===== src/rtl/cfu_reorder_buf_if.sv =====
// Bundles the CPU-side and CFU-side handshakes of the reorder buffer.
// The slave modport is the buffer's view; master is the surrounding CPU/CFU environment.
interface cfu_reorder_buf_if #(
  parameter int CFU_FUNCTION_ID_W = 16,
  parameter int CFU_REQ_RESP_ID_W = 6,
  parameter int CFU_REQ_INPUTS    = 2,
  parameter int CFU_REQ_DATA_W    = 32,
  parameter int CFU_RESP_DATA_W   = CFU_REQ_DATA_W,
  parameter int CFU_ERROR_ID_W    = CFU_RESP_DATA_W
) ();

  logic                                     cpu_req_valid;
  logic                                     cpu_req_ready;
  logic [CFU_FUNCTION_ID_W-1:0]             cpu_req_function_id;
  logic [CFU_REQ_INPUTS*CFU_REQ_DATA_W-1:0] cpu_req_data;

  logic                                     cfu_req_valid;
  logic                                     cfu_req_ready;
  logic [CFU_REQ_RESP_ID_W-1:0]             cfu_req_id;
  logic [CFU_FUNCTION_ID_W-1:0]             cfu_req_function_id;
  logic [CFU_REQ_INPUTS*CFU_REQ_DATA_W-1:0] cfu_req_data;

  logic                                     cfu_resp_valid;
  logic                                     cfu_resp_ready;
  logic [CFU_REQ_RESP_ID_W-1:0]             cfu_resp_id;
  logic [CFU_RESP_DATA_W-1:0]               cfu_resp_data;
  logic                                     cfu_resp_ok;
  logic [CFU_ERROR_ID_W-1:0]                cfu_resp_error_id;

  logic                                     cpu_resp_valid;
  logic                                     cpu_resp_ready;
  logic [CFU_RESP_DATA_W-1:0]               cpu_resp_data;
  logic                                     cpu_resp_ok;
  logic [CFU_ERROR_ID_W-1:0]                cpu_resp_error_id;

  modport slave (
    input  cpu_req_valid, cpu_req_function_id, cpu_req_data,
    output cpu_req_ready,
    output cfu_req_valid, cfu_req_id, cfu_req_function_id, cfu_req_data,
    input  cfu_req_ready,
    input  cfu_resp_valid, cfu_resp_id, cfu_resp_data, cfu_resp_ok, cfu_resp_error_id,
    output cfu_resp_ready,
    output cpu_resp_valid, cpu_resp_data, cpu_resp_ok, cpu_resp_error_id,
    input  cpu_resp_ready
  );

  modport master (
    output cpu_req_valid, cpu_req_function_id, cpu_req_data,
    input  cpu_req_ready,
    input  cfu_req_valid, cfu_req_id, cfu_req_function_id, cfu_req_data,
    output cfu_req_ready,
    output cfu_resp_valid, cfu_resp_id, cfu_resp_data, cfu_resp_ok, cfu_resp_error_id,
    input  cfu_resp_ready,
    input  cpu_resp_valid, cpu_resp_data, cpu_resp_ok, cpu_resp_error_id,
    output cpu_resp_ready
  );

endinterface


===== src/rtl/cfu_reorder_buf.sv =====
// In-order adapter in front of an out-of-order CFU: tags each request with a slot id,
// collects responses by id and releases them to the CPU strictly in issue order.
module cfu_reorder_buf #(
  parameter int CFU_FUNCTION_ID_W = 16,
  parameter int CFU_REQ_RESP_ID_W = 6,
  parameter int CFU_REQ_INPUTS    = 2,
  parameter int CFU_REQ_DATA_W    = 32,
  parameter int CFU_RESP_DATA_W   = CFU_REQ_DATA_W,
  parameter int CFU_ERROR_ID_W    = CFU_RESP_DATA_W,
  parameter int DEPTH             = 8
) (
  input  logic                     clock,
  input  logic                     reset_n,
  cfu_reorder_buf_if.slave         bus,
  output logic [$clog2(DEPTH):0]   outstanding,
  output logic                     spurious
);

  localparam int IDX_W = $clog2(DEPTH);
  localparam int PTR_W = IDX_W + 1;

  logic [PTR_W-1:0]           head, tail;
  logic [IDX_W-1:0]           head_idx, tail_idx, rsp_idx, rsp_off;
  logic [DEPTH-1:0]           done;
  logic [CFU_RESP_DATA_W-1:0] slot_data [DEPTH];
  logic [DEPTH-1:0]           slot_ok;
  logic [CFU_ERROR_ID_W-1:0]  slot_err  [DEPTH];

  logic full, empty, issue, collect, deliver, in_range, allocated;

  assign head_idx    = head[IDX_W-1:0];
  assign tail_idx    = tail[IDX_W-1:0];
  assign empty       = (head == tail);
  assign full        = (head_idx == tail_idx) && (head[IDX_W] != tail[IDX_W]);
  assign outstanding = tail - head;

  // Request path is purely combinational; the slot id is simply the tail index.
  assign bus.cfu_req_valid       = bus.cpu_req_valid && !full;
  assign bus.cpu_req_ready       = bus.cfu_req_ready && !full;
  assign bus.cfu_req_function_id = bus.cpu_req_function_id;
  assign bus.cfu_req_data        = bus.cpu_req_data;
  assign bus.cfu_req_id          = CFU_REQ_RESP_ID_W'(tail_idx);
  assign issue                   = bus.cpu_req_valid && bus.cfu_req_ready && !full;

  // A response is legal only for an allocated, not-yet-completed slot; distance from
  // head (mod DEPTH) below the occupancy identifies allocated slots, including when full.
  assign rsp_idx   = bus.cfu_resp_id[IDX_W-1:0];
  assign rsp_off   = rsp_idx - head_idx;
  assign in_range  = 32'(bus.cfu_resp_id) < 32'(DEPTH);
  assign allocated = {1'b0, rsp_off} < outstanding;
  assign collect   = bus.cfu_resp_valid && in_range && allocated && !done[rsp_idx];

  assign bus.cfu_resp_ready = 1'b1;

  assign bus.cpu_resp_valid    = !empty && done[head_idx];
  assign bus.cpu_resp_data     = slot_data[head_idx];
  assign bus.cpu_resp_ok       = slot_ok[head_idx];
  assign bus.cpu_resp_error_id = slot_err[head_idx];
  assign deliver               = bus.cpu_resp_valid && bus.cpu_resp_ready;

  // Control state: pointers, completion flags and the drop indicator.
  always_ff @(posedge clock or negedge reset_n) begin
    if (!reset_n) begin
      head     <= '0;
      tail     <= '0;
      done     <= '0;
      spurious <= 1'b0;
    end else begin
      if (issue) begin
        tail           <= tail + PTR_W'(1);
        done[tail_idx] <= 1'b0;
      end
      if (deliver) begin
        head           <= head + PTR_W'(1);
        done[head_idx] <= 1'b0;
      end
      if (collect) begin
        done[rsp_idx] <= 1'b1;
      end
      spurious <= bus.cfu_resp_valid && !collect;
    end
  end

  // Slot payload is only meaningful once done is set, so it carries no reset.
  always_ff @(posedge clock) begin
    if (collect) begin
      slot_data[rsp_idx] <= bus.cfu_resp_data;
      slot_ok[rsp_idx]   <= bus.cfu_resp_ok;
      slot_err[rsp_idx]  <= bus.cfu_resp_error_id;
    end
  end

endmodule

===== src/flat_wrapper.sv =====
// flat-port wrapper written by rule: the top's interface ports become plain ports
module cfu_reorder_buf_flat 
#(
  parameter int CFU_FUNCTION_ID_W = 16,
  parameter int CFU_REQ_RESP_ID_W = 6,
  parameter int CFU_REQ_INPUTS    = 2,
  parameter int CFU_REQ_DATA_W    = 32,
  parameter int CFU_RESP_DATA_W   = CFU_REQ_DATA_W,
  parameter int CFU_ERROR_ID_W    = CFU_RESP_DATA_W,
  parameter int DEPTH             = 8
)
  (clock, reset_n, outstanding, spurious, bus_cpu_req_valid, bus_cpu_req_function_id, bus_cpu_req_data, bus_cpu_req_ready, bus_cfu_req_valid, bus_cfu_req_id, bus_cfu_req_function_id, bus_cfu_req_data, bus_cfu_req_ready, bus_cfu_resp_valid, bus_cfu_resp_id, bus_cfu_resp_data, bus_cfu_resp_ok, bus_cfu_resp_error_id, bus_cfu_resp_ready, bus_cpu_resp_valid, bus_cpu_resp_data, bus_cpu_resp_ok, bus_cpu_resp_error_id, bus_cpu_resp_ready);
  cfu_reorder_buf_if #(.CFU_FUNCTION_ID_W(CFU_FUNCTION_ID_W), .CFU_REQ_RESP_ID_W(CFU_REQ_RESP_ID_W), .CFU_REQ_INPUTS(CFU_REQ_INPUTS), .CFU_REQ_DATA_W(CFU_REQ_DATA_W), .CFU_RESP_DATA_W(CFU_RESP_DATA_W), .CFU_ERROR_ID_W(CFU_ERROR_ID_W)) bus_i ();
  input  logic clock;
  input  logic reset_n;
  output logic [$clog2(DEPTH):0] outstanding;
  output logic spurious;
  input wire logic [$bits(bus_i.cpu_req_valid)-1:0] bus_cpu_req_valid;
  input wire logic [$bits(bus_i.cpu_req_function_id)-1:0] bus_cpu_req_function_id;
  input wire logic [$bits(bus_i.cpu_req_data)-1:0] bus_cpu_req_data;
  output wire logic [$bits(bus_i.cpu_req_ready)-1:0] bus_cpu_req_ready;
  output wire logic [$bits(bus_i.cfu_req_valid)-1:0] bus_cfu_req_valid;
  output wire logic [$bits(bus_i.cfu_req_id)-1:0] bus_cfu_req_id;
  output wire logic [$bits(bus_i.cfu_req_function_id)-1:0] bus_cfu_req_function_id;
  output wire logic [$bits(bus_i.cfu_req_data)-1:0] bus_cfu_req_data;
  input wire logic [$bits(bus_i.cfu_req_ready)-1:0] bus_cfu_req_ready;
  input wire logic [$bits(bus_i.cfu_resp_valid)-1:0] bus_cfu_resp_valid;
  input wire logic [$bits(bus_i.cfu_resp_id)-1:0] bus_cfu_resp_id;
  input wire logic [$bits(bus_i.cfu_resp_data)-1:0] bus_cfu_resp_data;
  input wire logic [$bits(bus_i.cfu_resp_ok)-1:0] bus_cfu_resp_ok;
  input wire logic [$bits(bus_i.cfu_resp_error_id)-1:0] bus_cfu_resp_error_id;
  output wire logic [$bits(bus_i.cfu_resp_ready)-1:0] bus_cfu_resp_ready;
  output wire logic [$bits(bus_i.cpu_resp_valid)-1:0] bus_cpu_resp_valid;
  output wire logic [$bits(bus_i.cpu_resp_data)-1:0] bus_cpu_resp_data;
  output wire logic [$bits(bus_i.cpu_resp_ok)-1:0] bus_cpu_resp_ok;
  output wire logic [$bits(bus_i.cpu_resp_error_id)-1:0] bus_cpu_resp_error_id;
  input wire logic [$bits(bus_i.cpu_resp_ready)-1:0] bus_cpu_resp_ready;
  assign bus_i.cpu_req_valid = bus_cpu_req_valid;
  assign bus_i.cpu_req_function_id = bus_cpu_req_function_id;
  assign bus_i.cpu_req_data = bus_cpu_req_data;
  assign bus_cpu_req_ready = bus_i.cpu_req_ready;
  assign bus_cfu_req_valid = bus_i.cfu_req_valid;
  assign bus_cfu_req_id = bus_i.cfu_req_id;
  assign bus_cfu_req_function_id = bus_i.cfu_req_function_id;
  assign bus_cfu_req_data = bus_i.cfu_req_data;
  assign bus_i.cfu_req_ready = bus_cfu_req_ready;
  assign bus_i.cfu_resp_valid = bus_cfu_resp_valid;
  assign bus_i.cfu_resp_id = bus_cfu_resp_id;
  assign bus_i.cfu_resp_data = bus_cfu_resp_data;
  assign bus_i.cfu_resp_ok = bus_cfu_resp_ok;
  assign bus_i.cfu_resp_error_id = bus_cfu_resp_error_id;
  assign bus_cfu_resp_ready = bus_i.cfu_resp_ready;
  assign bus_cpu_resp_valid = bus_i.cpu_resp_valid;
  assign bus_cpu_resp_data = bus_i.cpu_resp_data;
  assign bus_cpu_resp_ok = bus_i.cpu_resp_ok;
  assign bus_cpu_resp_error_id = bus_i.cpu_resp_error_id;
  assign bus_i.cpu_resp_ready = bus_cpu_resp_ready;
  cfu_reorder_buf #(.CFU_FUNCTION_ID_W(CFU_FUNCTION_ID_W), .CFU_REQ_RESP_ID_W(CFU_REQ_RESP_ID_W), .CFU_REQ_INPUTS(CFU_REQ_INPUTS), .CFU_REQ_DATA_W(CFU_REQ_DATA_W), .CFU_RESP_DATA_W(CFU_RESP_DATA_W), .CFU_ERROR_ID_W(CFU_ERROR_ID_W), .DEPTH(DEPTH)) u_core (.clock(clock), .reset_n(reset_n), .bus(bus_i), .outstanding(outstanding), .spurious(spurious));
endmodule

===== config.mk =====
export PLATFORM = sky130hd
export DESIGN_NAME = cfu_reorder_buf_flat
export DESIGN_NICKNAME = d
export VERILOG_FILES = /design/src/rtl/cfu_reorder_buf_if.sv /design/src/rtl/cfu_reorder_buf.sv /design/src/flat_wrapper.sv
export SDC_FILE = /design/constraint.sdc
export NUM_CORES = 1
export LEC_CHECK = 0
export ABC_AREA = 1
export BUFFER_PORTS_ARGS = -buffer_cell sky130_fd_sc_hd__clkbuf_2
export CORE_MARGIN = 8
export CORE_UTILIZATION = 57
export DETAILED_ROUTE_END_ITERATION = 16
export MAX_ROUTING_LAYER = met4
export PLACE_DENSITY = 0.92
export SLEW_MARGIN = 20
export SYNTH_ARGS = -nofsm -noshare
export SYNTH_HDL_FRONTEND = slang
export SYNTH_SLANG_ARGS = --single-unit

===== constraint.sdc =====
create_clock -name clock -period 4.8 [get_ports clock]
set_clock_uncertainty 0.15 [all_clocks]
set_input_delay 0 -clock clock [delete_from_list [all_inputs] [get_ports clock]]
set_output_delay 0 -clock clock [all_outputs]
set_load 0.05 [all_outputs]

* After elaboration in Yosys (flattened, before gate mapping)
Memories as Yosys holds them, arrays and structs flattened.
Cells that the tools add are included.
** Cells by class
- Reductions and logical operators :: 18
- Equal/unequal tests :: 3
- Muxes and demuxes :: 18
- Bitwise operators :: 5
- Add/subtract/negate cells :: 4
- $lt $le $gt $ge :: 8
** Operators with widths (number)
- $mux 8 :: 3
- $and 8x8->8 :: 2
- $not 8->8 :: 2
- $logic_and 1x1->1 :: 14
- $lt 3x4->1 const B :: 3
- $bmux 1 s3 :: 3
- $demux 1 s3 :: 3
- $ge 3x1->1 const B :: 3
- $add 4x1->4 const B :: 2
- $bwmux 8 :: 1
- $mux 1 :: 8
- $or 8x8->8 :: 1
- $lt 6x4->1 const B :: 1
- $eq 4x4->1 :: 1
- $logic_not 1->1 :: 4
- $lt 3x4->1 :: 1
- $sub 4x4->4 :: 1
- $eq 3x3->1 :: 1
- $sub 3x3->3 :: 1
- $ne 1x1->1 :: 1
** Word-level totals
- Flip-flop bits (word level) :: 25
- Output and inout port bits :: 160
- Word-level logic and storage cells :: 63
- Input port bits :: 157
- Memories :: 2
- Bits in writable memories :: 512
** Memory list
- u_core.slot_data :: depth 8, bits a word 32, rd ports 1, clocked after Yosys merged registers in 0, write ports 1, RTL line cfu_reorder_buf.sv:25 : logic [CFU_RESP_DATA_W-1:0] slot_data [DEPTH];
- u_core.slot_err :: depth 8, bits a word 32, rd ports 1, clocked after Yosys merged registers in 0, write ports 1, RTL line cfu_reorder_buf.sv:27 : logic [CFU_ERROR_ID_W-1:0] slot_err [DEPTH];

* Longest topological paths before layout
Gate-level depths: netlist (run 1).
- Word-level depth :: 11
- Gate-level depth with buffers :: 14
- Gate-level depth less buffers :: 14

* Least setup slack after synthesis (run 1)
Ideal clock, no wire load.
- Path type :: reg-to-reg
- Start :: register u_core.tail[0]
- End :: memory u_core.slot_data[0][0] in the netlist's numbering, enable pin
- Stages on the path, launching flop included :: 13
- Path slack :: 0.209 ns
- Setup time :: 0.419 ns
- Buffers on the path :: 0
- Period minus slack after synthesis :: 4.591 ns
- Arrival time :: 4.023 ns
- Required time :: 4.231 ns
- Cell sequence :: dfrtp_1 > clkinv_1 > ha_1 > inv_1 > fa_1 > xor2_1 > inv_1 > ha_1 > nand2_1 > nand2_1 > nand2_1 > nand4_1 > inv_1
** Between the ends
- Cells in the longest elaborated chain, start to end :: 6
** Ends and longest elaborated chain
- from (decl) :: RTL line cfu_reorder_buf.sv:22 : logic [PTR_W-1:0] head, tail;
- from (signal assigned) :: RTL line cfu_reorder_buf.sv:70 : tail <= tail + PTR_W'(1);
- $sub 4x4->4 :: RTL line cfu_reorder_buf.sv:35 : assign outstanding = tail - head;
- via outstanding[2] :: RTL line flat_wrapper.sv:16 : output logic [$clog2(DEPTH):0] outstanding;
- $lt 3x4->1 :: RTL line cfu_reorder_buf.sv:50 : assign allocated = {1'b0, rsp_off} < outstanding;
- $logic_and 1x1->1 (2 in series) :: RTL line cfu_reorder_buf.sv:51 : assign collect = bus.cfu_resp_valid && in_range && allocated && !done[rsp_idx];
- $mux 1 :: RTL line cfu_reorder_buf.sv:86 : if (collect) begin
- $mux 1 (implied by the code) :: RTL line cfu_reorder_buf.sv:87 : slot_data[rsp_idx] <= bus.cfu_resp_data;
- to (decl) :: RTL line cfu_reorder_buf.sv:25
The timed path passes the listed nets, and every way through them passes these cells.

* Worst setup path in the final report (run 1)
- Start :: register u_core.head[0]
- End :: output port bus_cpu_resp_error_id[3]
** Between the ends
- Cells in the longest elaborated chain, start to end :: 1
** Ends and longest elaborated chain
- from (decl) :: RTL line cfu_reorder_buf.sv:22
- from (signal assigned) :: RTL line cfu_reorder_buf.sv:74 : head <= head + PTR_W'(1);
- $mem_v2 8x32
- to (decl) :: RTL line flat_wrapper.sv:36 : output wire logic [$bits(bus_i.cpu_resp_error_id)-1:0] bus_cpu_resp_error_id;
Every way passes these cells.

==> results of run 1 <==
-- layer usage --
metal / vias up / part of all wire, %
met5: - / 0
met4: 0 / 5.2
met3: 284 / 12
met2: 1751 / 51
met1: 7422 / 31
li1: 6477 / -
-- flip-flops by register name, indices dropped and copies added (netlist names) --
name              cells
u_core.done           8
u_core.slot_ok        8
u_core.head           4
u_core.spurious       1
u_core.tail           4
u_core.slot_err     256
u_core.slot_data    256
-- cell type report --
class | instances | area (µm²)
Antenna cell | 13 | 32.5
Clock buffer | 60 | 1270
Clock inverter | 20 | 136
Fill cell | 2264 | 12700
Inverter | 58 | 238
Multi-Input combinational cell | 954 | 4580
Sequential cell | 537 | 16000
Tap cell | 518 | 648
Timing Repair Buffer | 328 | 2630
-- power groups by stage --
stage / registers [mW] / clock network (mW) / logic (mW)
CTS: 5.37 / 3.55 / 6.93
global route: 5.38 / 3.77 / 7.43
global placement: 5.45 / 0 / 6.35
detailed placement: 5.46 / 0 / 6.54
finish: 5.37 / 3.63 / 7.08
floorplan: 5.43 / 0 / 5.00
-- worst max-delay path: stages (launching register included) --
cell	delay, ns
dfrtp_4	0.51
buf_12	0.26
buf_16	0.36
inv_6	0.65
buf_12	0.43
nor2_1	0.11
o2111ai_1	0.39
clkbuf_2	0.36
-- cell families (layout without fill, tap and decap cells) --
| logic type | count (synthesis) | count (layout) |
|---|---|---|
| AOI/OAI and AO/OA | 336 | 336 |
| xor gates and xnor gates | 9 | 9 |
| adders and majority gates | 10 | 10 |
| buffers and inverters | 233 | 466 |
| DFF | 537 | 537 |
| other | 2 | 17 |
| and+or+nand+nor | 595 | 595 |
-- layout by cell type, fill, tap and decap left out, types with 6 or more instances in the layout --
master,Yosys,final
nand3_1,18,18
clkbuf_2,0,152
clkbuf_16,0,49
xor2_1,7,7
diode_2,0,13
inv_2,10,9
nand4_1,16,16
nor2_1,472,472
dfrtp_1,17,16
a21oi_1,9,9
o2111ai_1,64,64
edfxtp_1,520,520
nand2_1,61,61
clkinv_2,0,15
inv_1,46,38
buf_12,0,10
o21ai_0,191,191
dlygate4sd3_1,0,161
nor3_1,6,6
ha_1,8,8
clkinv_1,1,12
clkbuf_1,35,11
o21ai_1,68,68
nand2_2,9,9
-- worst max-delay path by stage --
stage                                     to  slack [ns]  depth (start not counted)      startpoint
finish              bus_cpu_resp_error_id[3]        0.82                          7  u_core.head[0]
global route        bus_cpu_resp_error_id[3]        0.62                          7  u_core.head[0]
CTS                 bus_cpu_resp_error_id[6]        0.95                          6  u_core.head[0]
detailed placement   u_core.slot_data[4][16]        1.04                         14  u_core.tail[0]
global placement      u_core.slot_data[0][4]        1.16                         12  u_core.head[0]
floorplan             u_core.slot_data[0][0]        0.21                         12  u_core.tail[0]
==> metrics.txt, run 1 <==
hold crit path type=input pin to register; Core Area=38300 µm²; leading post-synthesis cells by cell area=edfxtp_1 71%, nor2_1 8.1%, o21ai_0 4.4%; Hold Path Depth=2; Die H=212 µm; GRT busiest layer=met2; register-to-register setup slack=0.93 ns; combinational share of power=44.0%; cell depth of the worst flop-to-flop path=14; drt total wl=65.6 mm; Startpoint Class=register; met2 usage=50.6%; max cap viols=0; P_int=8.73 mW; Compound-Gate Fraction of Synth Area=8.83%; DRC viols=0; first-pass GRT wire length=94.7 mm; GRT Util Overall=28.8%; post-synthesis sequential area ratio=73.2%; Critical Path Sink Type=output port; GR Layer Usage met1=32.1%; met3 usage=5.03%; RSZ-0062 raised after global routing=false; Setup Viol. Count Final=0; vias per std cell=6.40; sw power=7.35 mW; vias in the first global route=15400; hpwl dp=34.6 mm; Simple-Gate Fraction of Synth Area=11.0%; # rows=72; main combinational cell family by area after synthesis=simple AND/OR/NAND/NOR gates; switching share of power=45.7%; pwr dens=629 nW/µm²; Clock Path Buffers=3; Max-Slew Margin vs Limit=28.9%; grt ovf=0; largest net degree at the start of global routing=267; final worst setup slack=0.824 ns; Hold Crit Start=bus_cfu_resp_data[30]; most numerous cell in the Yosys netlist=edfxtp_1; share of layout cells above drive strength 1=13.7%; DIE AREA=45000 µm²; dominant synthesized flop cell=edfxtp_1; Resize count post-CTS=0; CP Class=register to output port; maximum vdd drop=0.000491 V; clock slew at reported path FFs=0.07 ns; Hold WS=0.113 ns; CP Data Arrival Time=3.83 ns; Initial Util=57.2%; clock share of power=22.6%; minimum clock period=3.98 ns; P_leak=9.11 nW; adder-cell share of the synthesized area=0.639%; synth warn=0; Power Total=16.1 mW; nets=2093; Least-Margin Pin Slew=1.06 ns; Fmax=0.252 GHz; DR WL/cell=26.4 µm; Fin Setup TNS=0 ns; Reg power frac=33.4%; Worst-Skew Late Latency=0.56 ns; routability congestion estimate=0.915; synth cell count leaders=520 x edfxtp_1, 472 x nor2_1, 191 x o21ai_0, 98 x buf_4, 68 x o21ai_1; Die X=212 µm; XOR/XNOR Fraction of Synth Area=0.360%; Post-synth ARST share=3.17%; worst r2r src=u_core.tail[0]; dpl cells=2233; post-layout util=66.8%; CTS tree=yes; Final Hold Viols=0; Area Growth Syn to Fin=16.7%; multiplexer area fraction after synthesis=0%; Placement Cell Area=22500 µm²; Worst Path Max Fanout=150; io pins=317; Yosys reg bits=537; PortBufs=152; initial antenna violation count=15; via count=15900; RR Endpoint=u_core.slot_data[4][17]; Max H-tree Level=2; TritonCTS Buffers=47; Yosys top cell area share=71.3%; final non-filler cell total=2488; post-synth top area cell=edfxtp_1; WHS Endpoint=u_core.slot_data[2][30]; CTS sink count=537; Final ANT Viol Nets=0; CTS root buf=clkbuf_16; Initial DRT Pass Iterations=7; number of cells produced by synthesis=1722; status=complete, no violations; Critical Path RT=4.65 ns; Post-synth EDFFs=520; postcts setup bufs=0; synth unique cells=34; Final Cycle Share=82.8%; Initial DRC Count=3038; Pins Over Slew Limit=0; Cell Area, Synth=21900 µm²; Setup WS pre-CTS=1.04 ns; Post-CTS Hold Buffers=161; syn_area_per_cell=12.7 µm²; final instance area=25600 µm²
Power figures use the tool's default switching activity.
==> run 2: changes to the inputs <==
CORE_UTILIZATION = 52   (was 57)
PLACE_DENSITY = 0.88   (was 0.92)
clock period = 3.3 ns   (was 4.8 ns; I/O delays follow)
==> run 2 against run 1 <==
The run now ends with setup timing left. Final cell count rose by 2.9%. Combinational power up 55%. Via count is 0.37% lower. Non-clock buffer count up 46. Cell area grew 3.4%. Critical path depth grew 1. Utilization decreased by 3.5 points. Critical endpoint is now bus_cpu_resp_data[22]. Total power is 50% higher. Largest power group unchanged. Sequential power is 45% higher. Critical path type unchanged. Worst setup slack worse by 0.88 ns. Sequential share of layout area decreased by 2.0 points.
==> metrics.txt, run 2 (synthesized netlist as in run 1, its figures left out) <==
status=finished with violations; failing checks=setup timing; Initial Util=52.5%; Area Growth Syn to Fin=20.6%; final worst setup slack=-0.0597 ns; maximum vdd drop=0.000841 V; P_leak=9.43 nW; routability congestion estimate=0.942; DIE AREA=49000 µm²; CTS sink count=537; Hold WS=0.0672 ns; Least-Margin Pin Slew=0.842 ns; Max-Slew Margin vs Limit=43.7%; TritonCTS Buffers=49; DR WL/cell=26.3 µm; Pins Over Slew Limit=0; max cap viols=0; pwr dens=915 nW/µm²; Crit-path slowest cell=inv_2; CTS root buf=clkbuf_16; io pins=317; Startpoint Class=register; Initial DRT Pass Iterations=8; Core Area=41800 µm²; Critical Path Sink Type=output port; CP Class=register to output port; leading registers by flop count=u_core.slot_data (256), u_core.slot_err (256); Fmax=0.298 GHz; Initial DRC Count=2591; Clock Path Buffers=3; Fin Setup TNS=-0.0597 ns; commonest non-fill, non-tap cell in the layout=edfxtp_1; Setup WS pre-CTS=-0.00168 ns; vias per std cell=6.20; Final ANT Viol Nets=0; nets=2142; most frequent cells in the layout=520 x edfxtp_1, 472 x nor2_1, 188 x o21ai_0; CTS tree=yes; RSZ-0062 raised after global routing=true; Critical Path RT=3.15 ns; Die X=221 µm; share of layout cells above drive strength 1=16.5%; Setup Viol. Count Final=1; DRC viols=0; PortBufs=152; first-pass GRT wire length=96.7 mm; # rows=75; hold crit path type=input pin to register; CP Data Arrival Time=3.21 ns; via count=15900; minimum clock period=3.36 ns; grt ovf=0; Worst Path Max Fanout=27; clock slew at reported path FFs=0.07 ns; cell mode on critical path=buf_4; hpwl dp=37.0 mm; Final Hold Viols=0; Final Cycle Share=102%; Worst-Skew Late Latency=0.58 ns; GRT Util Overall=26.3%; Power Total=24.2 mW; largest net degree at the start of global routing=268; delay of the slowest critical-path stage=0.52 ns; cell-by-cell trace of the critical path=buf_4 > nor2_2 > inv_2 > buf_4 > nor2_1 > o21ai_0 > o2111ai_1 > clkbuf_2; fillers=2644; initial antenna violation count=11; vias in the first global route=15600; Die H=221 µm; drt total wl=67.4 mm; Max H-tree Level=2
run 2: timing repair:
| item | in CTS | in global routing |
|---|---|---|
| endpoints found under the setup margin | 66 | 464 |
| cloned | 1 | 4 |
| setup buffers | 7 | 7 |
| pin swaps | 0 | 1 |
| hold buffers | 159 | 0 |
| resized for setup | 14 | 7 |
| endpoints found under the hold margin | 633 | 0 |
run 2: worst paths after layout:
kind	depth (start not counted)	from	slack (ns)	endpoint
worst max-delay path	8	u_core.head[1]	-0.06	bus_cpu_resp_data[22]
worst min register to register	1	u_core.tail[3]	0.36	u_core.tail[3]
worst max register to register	12	u_core.head[0]	0.01	u_core.slot_err[7][15]
min in group asynchronous	3	reset_n	0.48	u_core.done[5]
max in group asynchronous	3	reset_n	1.90	u_core.head[0]
worst min-delay path	8	bus_cfu_resp_id[3]	0.07	u_core.done[2]
run 2: final cells by class:
class | instances | area [µm²] | area share (%)
Antenna cell | 7 | 17.5 | 0.0663
Clock buffer | 57 | 1280 | 4.83
Clock inverter | 32 | 206 | 0.781
Inverter | 58 | 262 | 0.989
Multi-Input combinational cell | 955 | 4640 | 17.6
Sequential cell | 537 | 16000 | 60.7
Tap cell | 539 | 674 | 2.55
Timing Repair Buffer | 374 | 3310 | 12.5
run 2: per-stage QoR:
| step | instances | cell area (µm²) | utilization (%) |
|---|---|---|---|
| 2_1_floorplan | 1724 | 22000 | - |
| 3_3_place_gp | 2285 | 23000 | 55.2 |
| 3_5_place_dp | 2285 | 23000 | 55.2 |
| 4_1_cts | 2541 | 26300 | 62.9 |
| 5_1_grt | 2559 | 26400 | 63.3 |
| 6_report | 2559 | 26400 | 63.3 |
run 2: per-layer routing:
metal | routed length [µm] | part of all wire (%) | track usage, %
met5 | 0 | 0 | -
met4 | 3270 | 4.9 | 11.7
met3 | 7750 | 12 | 4.73
met2 | 34400 | 51 | 45.8
met1 | 22000 | 33 | 29.5
run 2: worst max-delay path: cells and delay by family (launching register included):
family,cells,cell delay (ns)
flops,1,0.45
buf+inv,4,1.53
simple gates,2,0.18
compound gates,2,0.47
run 2: power by group:
part           internal (mW)  switching, mW
clock                   2.92           2.53
combinational           2.50           8.47
sequential              7.65          0.118
total                   13.1           11.1
